[src/rtl/ex_mult_seq_pkg.sv]
// ex_mult_seq_pkg: shared definitions for the multi-cycle shift-add multiply
// sequencer (state encoding and default operand width).
package ex_mult_seq_pkg;

    // Default operand/result width; the iteration count equals the width.
    localparam int DEFAULT_WIDTH = 16;

    // Sequencer states. Encoding is fixed so traces are easy to read.
    typedef enum logic [1:0] {
        ST_IDLE = 2'b00,
        ST_RUN  = 2'b01,
        ST_DONE = 2'b10
    } state_e;

endpackage : ex_mult_seq_pkg

[src/rtl/ex_mult_seq_mult_shift_add.sv]
// mult_shift_add: accumulator datapath of the shift-add multiplier.
// load clears the 2*WIDTH accumulator; step adds mcand<<count when the
// multiplier bit selected by count is set. product_o is the accumulator value
// including the partial product of the current step, so the sequencer can
// capture the final product in the same cycle as the last step.
module mult_shift_add
    import ex_mult_seq_pkg::*;
#(
    parameter int WIDTH = DEFAULT_WIDTH,
    localparam int CW   = $clog2(WIDTH)
) (
    input  logic               clk,
    input  logic               rst,
    input  logic               load_i,
    input  logic               step_i,
    input  logic [CW-1:0]      count_i,
    input  logic [WIDTH-1:0]   mcand_i,
    input  logic [WIDTH-1:0]   mplier_i,
    output logic [2*WIDTH-1:0] product_o
);

    logic [2*WIDTH-1:0] acc_q;
    logic [2*WIDTH-1:0] acc_d;
    logic [2*WIDTH-1:0] addend_s;

    // Partial product for the current multiplier bit (zero when bit is clear).
    always_comb begin
        addend_s = '0;
        if (mplier_i[count_i]) begin
            addend_s = {{WIDTH{1'b0}}, mcand_i} << count_i;
        end else begin
            addend_s = '0;
        end
    end

    // Accumulator next state: clear on load, accumulate on step, else hold.
    always_comb begin
        acc_d = acc_q;
        if (load_i) begin
            acc_d = '0;
        end else if (step_i) begin
            acc_d = acc_q + addend_s;
        end else begin
            acc_d = acc_q;
        end
    end

    // Accumulator register.
    always_ff @(posedge clk or posedge rst) begin
        if (rst) begin
            acc_q <= '0;
        end else begin
            acc_q <= acc_d;
        end
    end

    assign product_o = acc_q + addend_s;

endmodule : mult_shift_add

[src/rtl/ex_mult_seq.sv]
// ex_mult_seq: multi-cycle shift-add multiply sequencer for the execute stage.
// One partial product per cycle for WIDTH cycles, pipeline stall while busy,
// one-cycle done pulse with the registered product. flush aborts, rst aborts.
// Optional feature: define MULT_HI_EN to produce the upper product half on
// result_hi (signed or unsigned per the latched sign); otherwise result_hi is 0.
module ex_mult_seq
    import ex_mult_seq_pkg::*;
#(
    parameter int WIDTH = DEFAULT_WIDTH
) (
    input  logic             clk,
    input  logic             rst,
    input  logic             start,
    input  logic [WIDTH-1:0] op_a,
    input  logic [WIDTH-1:0] op_b,
    input  logic             sign,
    input  logic             flush,
    output logic             stall_ex,
    output logic             busy,
    output logic             done,
    output logic [WIDTH-1:0] result,
    output logic [WIDTH-1:0] result_hi
);

    localparam int CW = $clog2(WIDTH);
    localparam logic [CW-1:0] LAST_CNT = CW'(WIDTH - 1);

    state_e             state_q;
    state_e             state_d;
    logic [CW-1:0]      count_q;
    logic [CW-1:0]      count_d;
    logic [WIDTH-1:0]   mcand_q;
    logic [WIDTH-1:0]   mplier_q;
    logic [WIDTH-1:0]   result_q;
    logic               load_s;
    logic               step_s;
    logic               finish_s;
    logic [2*WIDTH-1:0] product_s;

    // Next-state, counter and datapath control for the sequencer.
    always_comb begin
        state_d  = state_q;
        count_d  = count_q;
        load_s   = 1'b0;
        step_s   = 1'b0;
        finish_s = 1'b0;
        case (state_q)
            ST_IDLE: begin
                if (start && !flush) begin
                    state_d = ST_RUN;
                    count_d = '0;
                    load_s  = 1'b1;
                end else begin
                    state_d = ST_IDLE;
                end
            end
            ST_RUN: begin
                if (flush) begin
                    state_d = ST_IDLE;
                    count_d = '0;
                end else begin
                    step_s = 1'b1;
                    if (count_q == LAST_CNT) begin
                        state_d  = ST_DONE;
                        count_d  = '0;
                        finish_s = 1'b1;
                    end else begin
                        state_d = ST_RUN;
                        count_d = count_q + {{(CW-1){1'b0}}, 1'b1};
                    end
                end
            end
            ST_DONE: begin
                // start still belongs to the finishing instruction here.
                state_d = ST_IDLE;
            end
            default: begin
                state_d = ST_IDLE;
                count_d = '0;
            end
        endcase
    end

    // State and iteration counter registers.
    always_ff @(posedge clk or posedge rst) begin
        if (rst) begin
            state_q <= ST_IDLE;
            count_q <= '0;
        end else begin
            state_q <= state_d;
            count_q <= count_d;
        end
    end

    // Operand latches, captured when a request is accepted.
    always_ff @(posedge clk or posedge rst) begin
        if (rst) begin
            mcand_q  <= '0;
            mplier_q <= '0;
        end else if (load_s) begin
            mcand_q  <= op_a;
            mplier_q <= op_b;
        end else begin
            mcand_q  <= mcand_q;
            mplier_q <= mplier_q;
        end
    end

    mult_shift_add #(
        .WIDTH (WIDTH)
    ) u_datapath (
        .clk       (clk),
        .rst       (rst),
        .load_i    (load_s),
        .step_i    (step_s),
        .count_i   (count_q),
        .mcand_i   (mcand_q),
        .mplier_i  (mplier_q),
        .product_o (product_s)
    );

    // Low product word, captured on the transition into DONE and held after.
    always_ff @(posedge clk or posedge rst) begin
        if (rst) begin
            result_q <= '0;
        end else if (finish_s) begin
            result_q <= product_s[WIDTH-1:0];
        end else begin
            result_q <= result_q;
        end
    end

`ifdef MULT_HI_EN
    logic             sign_q;
    logic [WIDTH-1:0] hi_fix_s;
    logic [WIDTH-1:0] result_hi_q;

    // Signedness latch, captured alongside the operands.
    always_ff @(posedge clk or posedge rst) begin
        if (rst) begin
            sign_q <= 1'b0;
        end else if (load_s) begin
            sign_q <= sign;
        end else begin
            sign_q <= sign_q;
        end
    end

    // Upper half: unsigned product, minus the two's-complement corrections
    // (b if a is negative, a if b is negative) when operands are signed.
    always_comb begin
        hi_fix_s = product_s[2*WIDTH-1:WIDTH];
        if (sign_q) begin
            hi_fix_s = product_s[2*WIDTH-1:WIDTH]
                     - (mcand_q[WIDTH-1]  ? mplier_q : {WIDTH{1'b0}})
                     - (mplier_q[WIDTH-1] ? mcand_q  : {WIDTH{1'b0}});
        end else begin
            hi_fix_s = product_s[2*WIDTH-1:WIDTH];
        end
    end

    // High product word, captured on the transition into DONE and held after.
    always_ff @(posedge clk or posedge rst) begin
        if (rst) begin
            result_hi_q <= '0;
        end else if (finish_s) begin
            result_hi_q <= hi_fix_s;
        end else begin
            result_hi_q <= result_hi_q;
        end
    end

    assign result_hi = result_hi_q;
`else
    // Upper product bits and sign have no consumer in this build.
    logic unused_hi_s;
    assign unused_hi_s = ^{sign, product_s[2*WIDTH-1:WIDTH]};
    assign result_hi   = {WIDTH{1'b0}};
`endif

    assign busy     = (state_q == ST_RUN);
    assign done     = (state_q == ST_DONE);
    assign result   = result_q;
    // Combinational so the accepting cycle already holds the pipeline.
    assign stall_ex = !rst && (((state_q == ST_IDLE) && start && !flush)
                               || (state_q == ST_RUN));

endmodule : ex_mult_seq

[config.mk]
export PLATFORM = sky130hd
export DESIGN_NAME = ex_mult_seq
export DESIGN_NICKNAME = d
export VERILOG_FILES = /design/src/rtl/ex_mult_seq_pkg.sv /design/src/rtl/ex_mult_seq_mult_shift_add.sv /design/src/rtl/ex_mult_seq.sv
export SDC_FILE = /design/constraint.sdc
export NUM_CORES = 1
export LEC_CHECK = 0
export BUFFER_PORTS_ARGS = -buffer_cell sky130_fd_sc_hd__buf_4
export CELL_PAD_IN_SITES_DETAIL_PLACEMENT = 0
export CELL_PAD_IN_SITES_GLOBAL_PLACEMENT = 1
export CORE_ASPECT_RATIO = 1.75
export CORE_UTILIZATION = 33
export DETAILED_ROUTE_END_ITERATION = 12
export PLACE_DENSITY_LB_ADDON = 0.1
export SLEW_MARGIN = 40
export SYNTH_ARGS = -nofsm -noshare
export SYNTH_HDL_FRONTEND = slang
export SYNTH_SLANG_ARGS = --single-unit
[constraint.sdc]
create_clock -name clk -period 4.6 [get_ports clk]
set_clock_uncertainty 0.1 [all_clocks]
set_input_delay 1.38 -clock clk [delete_from_list [all_inputs] [get_ports clk]]
set_output_delay 1.38 -clock clk [all_outputs]
set_load 0.05 [all_outputs]
==> parameters.txt, run 1 <==
Parameter                              Value

Final layout
  Share of layout cells above drive strength 1    0.257
  Count of nets after finishing    540
  Area growth from synthesis to final layout    19.2%
  Diode insertion count for antenna repair    0
  Fin area    about 0.0052 sq mm

Logic synthesis
  Mapped Cells    between 400 and 500
  Number of warnings reported in the yosys synthesis log    0
  List of most frequent post-synthesis cells    sky130_fd_sc_hd__dfrtp_1 (70), sky130_fd_sc_hd__nand2_1 (53), sky130_fd_sc_hd__mux2_2 (36), sky130_fd_sc_hd__o21ai_0 (35), sky130_fd_sc_hd__a21oi_1 (24)
  Prevailing post-synth register cell    sky130_fd_sc_hd__dfrtp_1
  Number of synthesized flops with an enable pin    0
  Most used standard cell by instance count after synthesis    sky130_fd_sc_hd__dfrtp_1
  Area share of the leading cell type in the synthesized netlist    0.399
  Leading cell types by total area after synthesis    sky130_fd_sc_hd__dfrtp_1 (40%), sky130_fd_sc_hd__mux2_2 (9.2%), sky130_fd_sc_hd__ha_1 (4.6%)
  FF+latch count, synth    70
  Cell type with the largest total area after synthesis    sky130_fd_sc_hd__dfrtp_1
  Sequential area share after synthesis    0.399
  Yosys cell types    51
  Cell area after synthesis    around 0.0044 sq mm
  Average size of a mapped cell    a little under 10 sq um
  Share of flip-flops with an asynchronous set or reset after synthesis    1.00

Run
  Max capacitance violation total    0

GRT
  Pin count of the biggest net entering global routing    50
  Initial antenna violation count    0
  Total congestion overflow after global routing    0
  Number of global-route vias before repair    3425
  First-pass GRT wire length    about 18 mm
  GRT Util Overall    0.172

Clocking
  Clock tree from TritonCTS    yes
  Clock insertion delay at the later pin of the skew report    340 ps
  Hold-fix buffers at CTS    0
  Number of H-tree branching levels    3
  Clock sinks    70
  Resized cells post-CTS    0
  Cts bufs inserted    9
  Buffer cell driving the clock tree root    sky130_fd_sc_hd__clkbuf_16
  CTS Buffer Depth    2
  Register clock-pin slew on the reported worst setup and hold paths    approximately 60 ps
  Post-CTS Setup Repair Bufs    0

STA
  Final hold violation count    0
  Final-report setup violation count    0
  Period minus WS final    around 3900 ps
  Total Negative Setup Slacks    0 ps
  Number of max-slew violations in the final report    0
  Timing-limited maximum frequency    between 200 and 300 MHz
  Post-Route Hold Slack    between 300 and 400 ps
  Transition time at the pin with the least slew margin    roughly 660 ps
  Setup repair after global routing missed its margin    no
  Max transition margin    0.562
  Period utilisation layout    0.850

Floorplanning
  Core Box Area    approximately 0.013 sq mm
  Number of standard-cell rows in the floorplan    55
  Total Die Area    ~0.014 sq mm
  Die Width    between 80 and 90 um
  Starting density of the core    0.340
  DIE HEIGHT    between 150 and 200 um
  Number of ports placed on the die boundary    between 70 and 80

Critical path
  Critical Path End Type    flop
  CP Cell Sequence    mux4_2 > nand2b_1 > nand3_1 > o21a_1 > a211oi_1 > ha_1 > nand3_1 > or4_1 > a31oi_1 > xnor2_1 > o21ai_0
  Worst path arrival time    about 4000 ps
  Cell at the slowest stage of the critical path    sky130_fd_sc_hd__dfrtp_1
  Most frequent cell on the critical path    sky130_fd_sc_hd__nand3_1
  Maximum single-stage delay on the critical path    about 760 ps
  Crit path max fanout    20
  Sort of element at the start of the critical path    flop
  Crit path required time    roughly 4700 ps
  Critical path class    flop to flop

Power and ir drop
  PD cells    ~500 mW/mm^2
  Switching power    slightly below 1 mW
  Sequential Power Share    0.318
  Clock Power Share    0.285
  Cell Int Power    ~1.7 mW
  Switching Fraction    0.367
  Combinational fraction of design power    0.397
  Leakage    approximately 2.4 nW
  Max IR drop VDD    0.000208 V

Placed design
  Number of buffers inserted by port buffering    54
  Half-perimeter wire length after placement    8.12 mm
  Instance area at placement    0.00491 sq mm
  GPL Wtd Cong    between 0.8 and 0.9

Route
  DRT Pass-1 Iters    6
  Routed wire length per instance    around 16 um
  ANT nets after route    0
  DRC violation count after routing    0
  Routed via count    around 3400
  Drt first-iter violations    approximately 100
  Routed wire length    10.8 mm
  Number of vias per cell after detailed routing    approximately 5

Min path
  Path class of the lowest-slack min-delay path    flop to flop

Run status
  Run status    completed
-- logic make-up (layout without fill, tap and decap cells) --
group / count (synthesis) / count (layout) / share of synthesized area
DFF: 70 / 70 / 0.399
muxes: 58 / 58 / 0.184
xor gates and xnor gates: 11 / 11 / 0.0219
adders and majority gates: 17 / 17 / 0.0501
other: 1 / 16 / 0.000853
buffers and inverters: 53 / 87 / 0.0612
and+or+nand+nor: 129 / 129 / 0.137
AOI/OAI and AO/OA: 103 / 103 / 0.146
-- state kept, by name, summed over array words and instances (netlist names) --
name,flops
mcand_q,16
mplier_q,16
result,16
u_datapath.acc_q,16
count_q,4
state_q,2
-- power groups by stage --
stage	clock network, mW	logic [mW]	registers, mW
5_1_grt	0.814	1.19	0.876
2_1_floorplan	0	0.855	0.816
6_report	0.765	1.07	0.854
4_1_cts	0.786	1.08	0.858
3_3_place_gp	0	1.06	0.864
3_5_place_dp	0	1.07	0.867
-- cells in the final DEF (no fill, tap or decap), types with 8 or more instances in the layout --
cell / synthesis / routed
sky130_fd_sc_hd__dfrtp_1: 70 / 70
sky130_fd_sc_hd__buf_4: 16 / 58
sky130_fd_sc_hd__nand2_1: 53 / 53
sky130_fd_sc_hd__mux2_2: 36 / 36
sky130_fd_sc_hd__o21ai_0: 35 / 35
sky130_fd_sc_hd__a21oi_1: 24 / 24
sky130_fd_sc_hd__nand3_1: 23 / 23
sky130_fd_sc_hd__nor2_1: 17 / 17
sky130_fd_sc_hd__ha_1: 16 / 16
sky130_fd_sc_hd__conb_1: 1 / 16
sky130_fd_sc_hd__a211oi_1: 12 / 12
sky130_fd_sc_hd__inv_1: 11 / 10
sky130_fd_sc_hd__xnor2_1: 9 / 9
sky130_fd_sc_hd__mux2i_1: 9 / 9
sky130_fd_sc_hd__clkbuf_16: 0 / 9
sky130_fd_sc_hd__nor3_1: 8 / 8
sky130_fd_sc_hd__mux4_2: 8 / 8
-- final timing paths --
check / startpoint / end / slack (ps) / depth (start not counted)
setup / recovery: count_q[2] / result[12] / 690 / 11
hold / removal: result[1] / result[1] / 380 / 2
setup reg to reg: count_q[2] / result[12] / 690 / 11
hold reg to reg: result[1] / result[1] / 380 / 2
max in group asynchronous: rst / mcand_q[9] / 2790 / 3
min in group asynchronous: rst / u_datapath.acc_q[0] / 1000 / 2
-- worst max-delay path: cells and delay by family, from the launching register on --
family                     cells  cell delay [ps]
and+or+nand+nor                4             1080
AOI/OAI and AO/OA              4              780
DFF                            1              760
adders and majority gates      1              450
muxes                          1              420
xor gates and xnor gates       1              180
-- area by class of cell --
cell class	count	area (sq um)
clock buffers	11	243
clock inverters	5	82.6
fillers	1365	7700
inverters	11	42.5
multi-input cells	334	2430
flip-flops and latches	70	1750
well taps	171	214
repair buffers	60	475
-- through the flow --
step / setup slack [ps] / utilization / total power, mW / std cells
after floorplan: 608 / - / 1.67 / 457
after CTS: 664 / 0.405 / 2.72 / 662
after detailed placement: 684 / 0.380 / 1.94 / 646
after global routing: 340 / 0.405 / 2.88 / 662
after global placement: 656 / 0.380 / 1.93 / 646
final: 689 / 0.405 / 2.69 / 662
-- routing by layer --
| metal | share of wire | global-route usage | routed length [um] |
|---|---|---|---|
| met4 | 0.025 | 0.0741 | 270 |
| met1 | 0.39 | 0.186 | 4160 |
| met2 | 0.56 | 0.315 | 6050 |
| met5 | 0 | 0 | 0 |
| met3 | 0.025 | 0.0309 | 270 |
Note: power is estimated with default switching activity, not from simulation.
==> run 2: changes to the inputs <==
- REMOVE_ABC_BUFFERS: not set -> 1
==> run 2 against run 1 <==
Critical path depth increased by 1. Critical endpoint unchanged. Die area unchanged. Fmax decreased by 3.2%.
==> parameters.txt, run 2 (synthesis results as in run 1) <==
Parameter                              Value

Clocking
  Register clock-pin slew on the reported worst setup and hold paths    60 ps (about the same)
  Resized cells post-CTS    0 (unchanged)
  Hold-fix buffers at CTS    0 (unchanged)
  Number of H-tree branching levels    3 (unchanged)
  Post-CTS Setup Repair Bufs    0 (unchanged)
  Clock sinks    70 (unchanged)
  Clock insertion delay at the later pin of the skew report    330 ps (about the same)
  Buffer cell driving the clock tree root    sky130_fd_sc_hd__clkbuf_16
  Clock tree from TritonCTS    yes
  Cts bufs inserted    9 (unchanged)
  CTS Buffer Depth    2 (unchanged)

Route
  DRC violation count after routing    0 (unchanged)
  Routed wire length per instance    16.0 um (-1.4%)
  Drt first-iter violations    99 (-2.9%)
  DRT Pass-1 Iters    4 (-2)
  Routed via count    3341 (-0.62%)
  Number of vias per cell after detailed routing    5.04 (-0.77%)
  ANT nets after route    0 (unchanged)
  Routed wire length    10.6 mm (-1.3%)

Critical path
  RR Endpoint    result[12]
  Critical Path End Type    flop
  Source of the worst register-to-register timing path    count_q[0]
  Worst path arrival time    4130 ps (+120 ps)
  Critical path class    flop to flop
  Reg2reg path depth    12 (+1)
  Crit path required time    4690 ps (about the same)
  Crit path max fanout    22 (+10%)
  Worst setup slack for register-to-register paths    560 ps (-130 ps)
  Sort of element at the start of the critical path    flop

Floorplanning
  Number of ports placed on the die boundary    72 (unchanged)
  Total Die Area    0.0138 sq mm (unchanged)
  DIE HEIGHT    155 um (unchanged)
  Die Width    89.2 um (unchanged)
  Core Box Area    0.0129 sq mm (unchanged)
  Number of standard-cell rows in the floorplan    55 (unchanged)
  Starting density of the core    0.340 (unchanged)

GRT
  Number of global-route vias before repair    3517 (+2.7%)
  First-pass GRT wire length    17.5 mm (-0.82%)
  Initial antenna violation count    0 (unchanged)
  Total congestion overflow after global routing    0 (unchanged)
  GRT Util Overall    0.166 (-0.00565)
  Pin count of the biggest net entering global routing    71 (+42%)

STA
  Total Negative Setup Slacks    0 ps (unchanged)
  Timing-limited maximum frequency    247 MHz (-3.2%)
  Max transition margin    0.550 (-0.0119)
  Period utilisation layout    0.879 (+0.0285)
  Final-report setup violation count    0 (unchanged)
  Final hold violation count    0 (unchanged)
  Setup repair after global routing missed its margin    no
  Period minus WS final    4040 ps (+131 ps)
  Number of max-slew violations in the final report    0 (unchanged)
  Transition time at the pin with the least slew margin    675 ps (+17.9 ps)

Placed design
  Half-perimeter wire length after placement    7.97 mm (-1.9%)
  Number of buffers inserted by port buffering    54 (unchanged)
  GPL Wtd Cong    0.817 (-2.6%)
  Number of placed cells counting well taps    647 (+0.15%)

Final layout
  Diode insertion count for antenna repair    0 (unchanged)
  Most common library cell in the layout ignoring fill and taps    sky130_fd_sc_hd__dfrtp_1
  Layout fillers    1345 (-1.5%)
  Area growth from synthesis to final layout    18.3%
  Area taken by flip-flops and latches    0.00175 sq mm (unchanged)
  Share of layout cells above drive strength 1    0.258 (+0.00151)
  Fin cells    663 (+0.15%)
  Count of nets after finishing    541 (+0.19%)
  Top library cells by usage in the layout, fill and taps aside    sky130_fd_sc_hd__dfrtp_1 (70), sky130_fd_sc_hd__buf_4 (60), sky130_fd_sc_hd__nand2_1 (53)
  Multi-input combinational cell area    0.00243 sq mm (unchanged)

Min path
  Worst Min Path Start    result[7]
  Worst min-delay path endpoint    result[7]
  Path class of the lowest-slack min-delay path    flop to flop
  Worst Hold Depth    2 (unchanged)

Run
  Max capacitance violation total    0 (unchanged)

Power and ir drop
  Max IR drop VDD    0.000170 V (-19%)
  PD cells    506 mW/mm^2 (-1.2%)
  Leakage    2.34 nW (-0.80%)

Run status
  Run status    completed
run 2: critical path: stages, from the launching register on:
cell and delay (ps):
sky130_fd_sc_hd__dfrtp_1 550, sky130_fd_sc_hd__buf_4 390, sky130_fd_sc_hd__mux4_1 640, sky130_fd_sc_hd__nor2_1 110
sky130_fd_sc_hd__o21a_1 280, sky130_fd_sc_hd__nor2_1 120, sky130_fd_sc_hd__ha_1 400, sky130_fd_sc_hd__inv_1 160
sky130_fd_sc_hd__o21bai_1 120, sky130_fd_sc_hd__a2111oi_0 520, sky130_fd_sc_hd__a31oi_1 190, sky130_fd_sc_hd__xnor2_1 220
sky130_fd_sc_hd__o21ai_0 110
run 2: layout make-up:
type / instances / area share
tap: 171 / 0.0411
timing repair buffer: 61 / 0.0888
multi-input combinational: 334 / 0.467
inverter: 11 / 0.00794
sequential: 70 / 0.337
clock inverter: 5 / 0.0113
clock buffer: 11 / 0.0467
run 2: metrics by stage:
| stage | setup slack, ps | instance area (sq um) | total power [mW] | hold slack (ps) | utilization |
|---|---|---|---|---|---|
| after global routing | 203 | 5200 | 2.81 | 403 | 0.402 |
| after CTS | 524 | 5200 | 2.67 | 386 | 0.402 |
| after floorplan | 608 | 4220 | 1.65 | 369 | - |
| after global placement | 555 | 4890 | 1.92 | 363 | 0.378 |
| final | 558 | 5200 | 2.63 | 378 | 0.402 |
| after detailed placement | 559 | 4900 | 1.94 | 372 | 0.379 |
run 2: power by group:
| part | internal, mW | leakage, nW | total [mW] | switching (mW) |
|---|---|---|---|---|
| Sequential | 0.744 | 0.895 | 0.852 | 0.108 |
| Clock | 0.435 | 0.142 | 0.714 | 0.279 |
| Combinational | 0.460 | 1.31 | 1.07 | 0.607 |
| Total | 1.64 | 2.34 | 2.63 | 0.994 |
run 2: worst max path at each step:
stage	startpoint	endpoint	slack [ps]	depth (start not counted)
3_5_place_dp	count_q[0]	result[14]	560	11
2_1_floorplan	flush	stall_ex	610	3
6_report	count_q[0]	result[12]	560	12
5_1_grt	count_q[0]	result[12]	200	12
3_3_place_gp	count_q[0]	result[12]	560	12
4_1_cts	count_q[0]	result[12]	520	12
run 2: metal layers:
metal  up-vias  GRT usage  share of wire
met5         -          0              0
met4         0     0.0635          0.021
met3        11     0.0293          0.022
met2        50      0.304           0.55
met1      1615      0.185           0.40
li1       1665          -              -
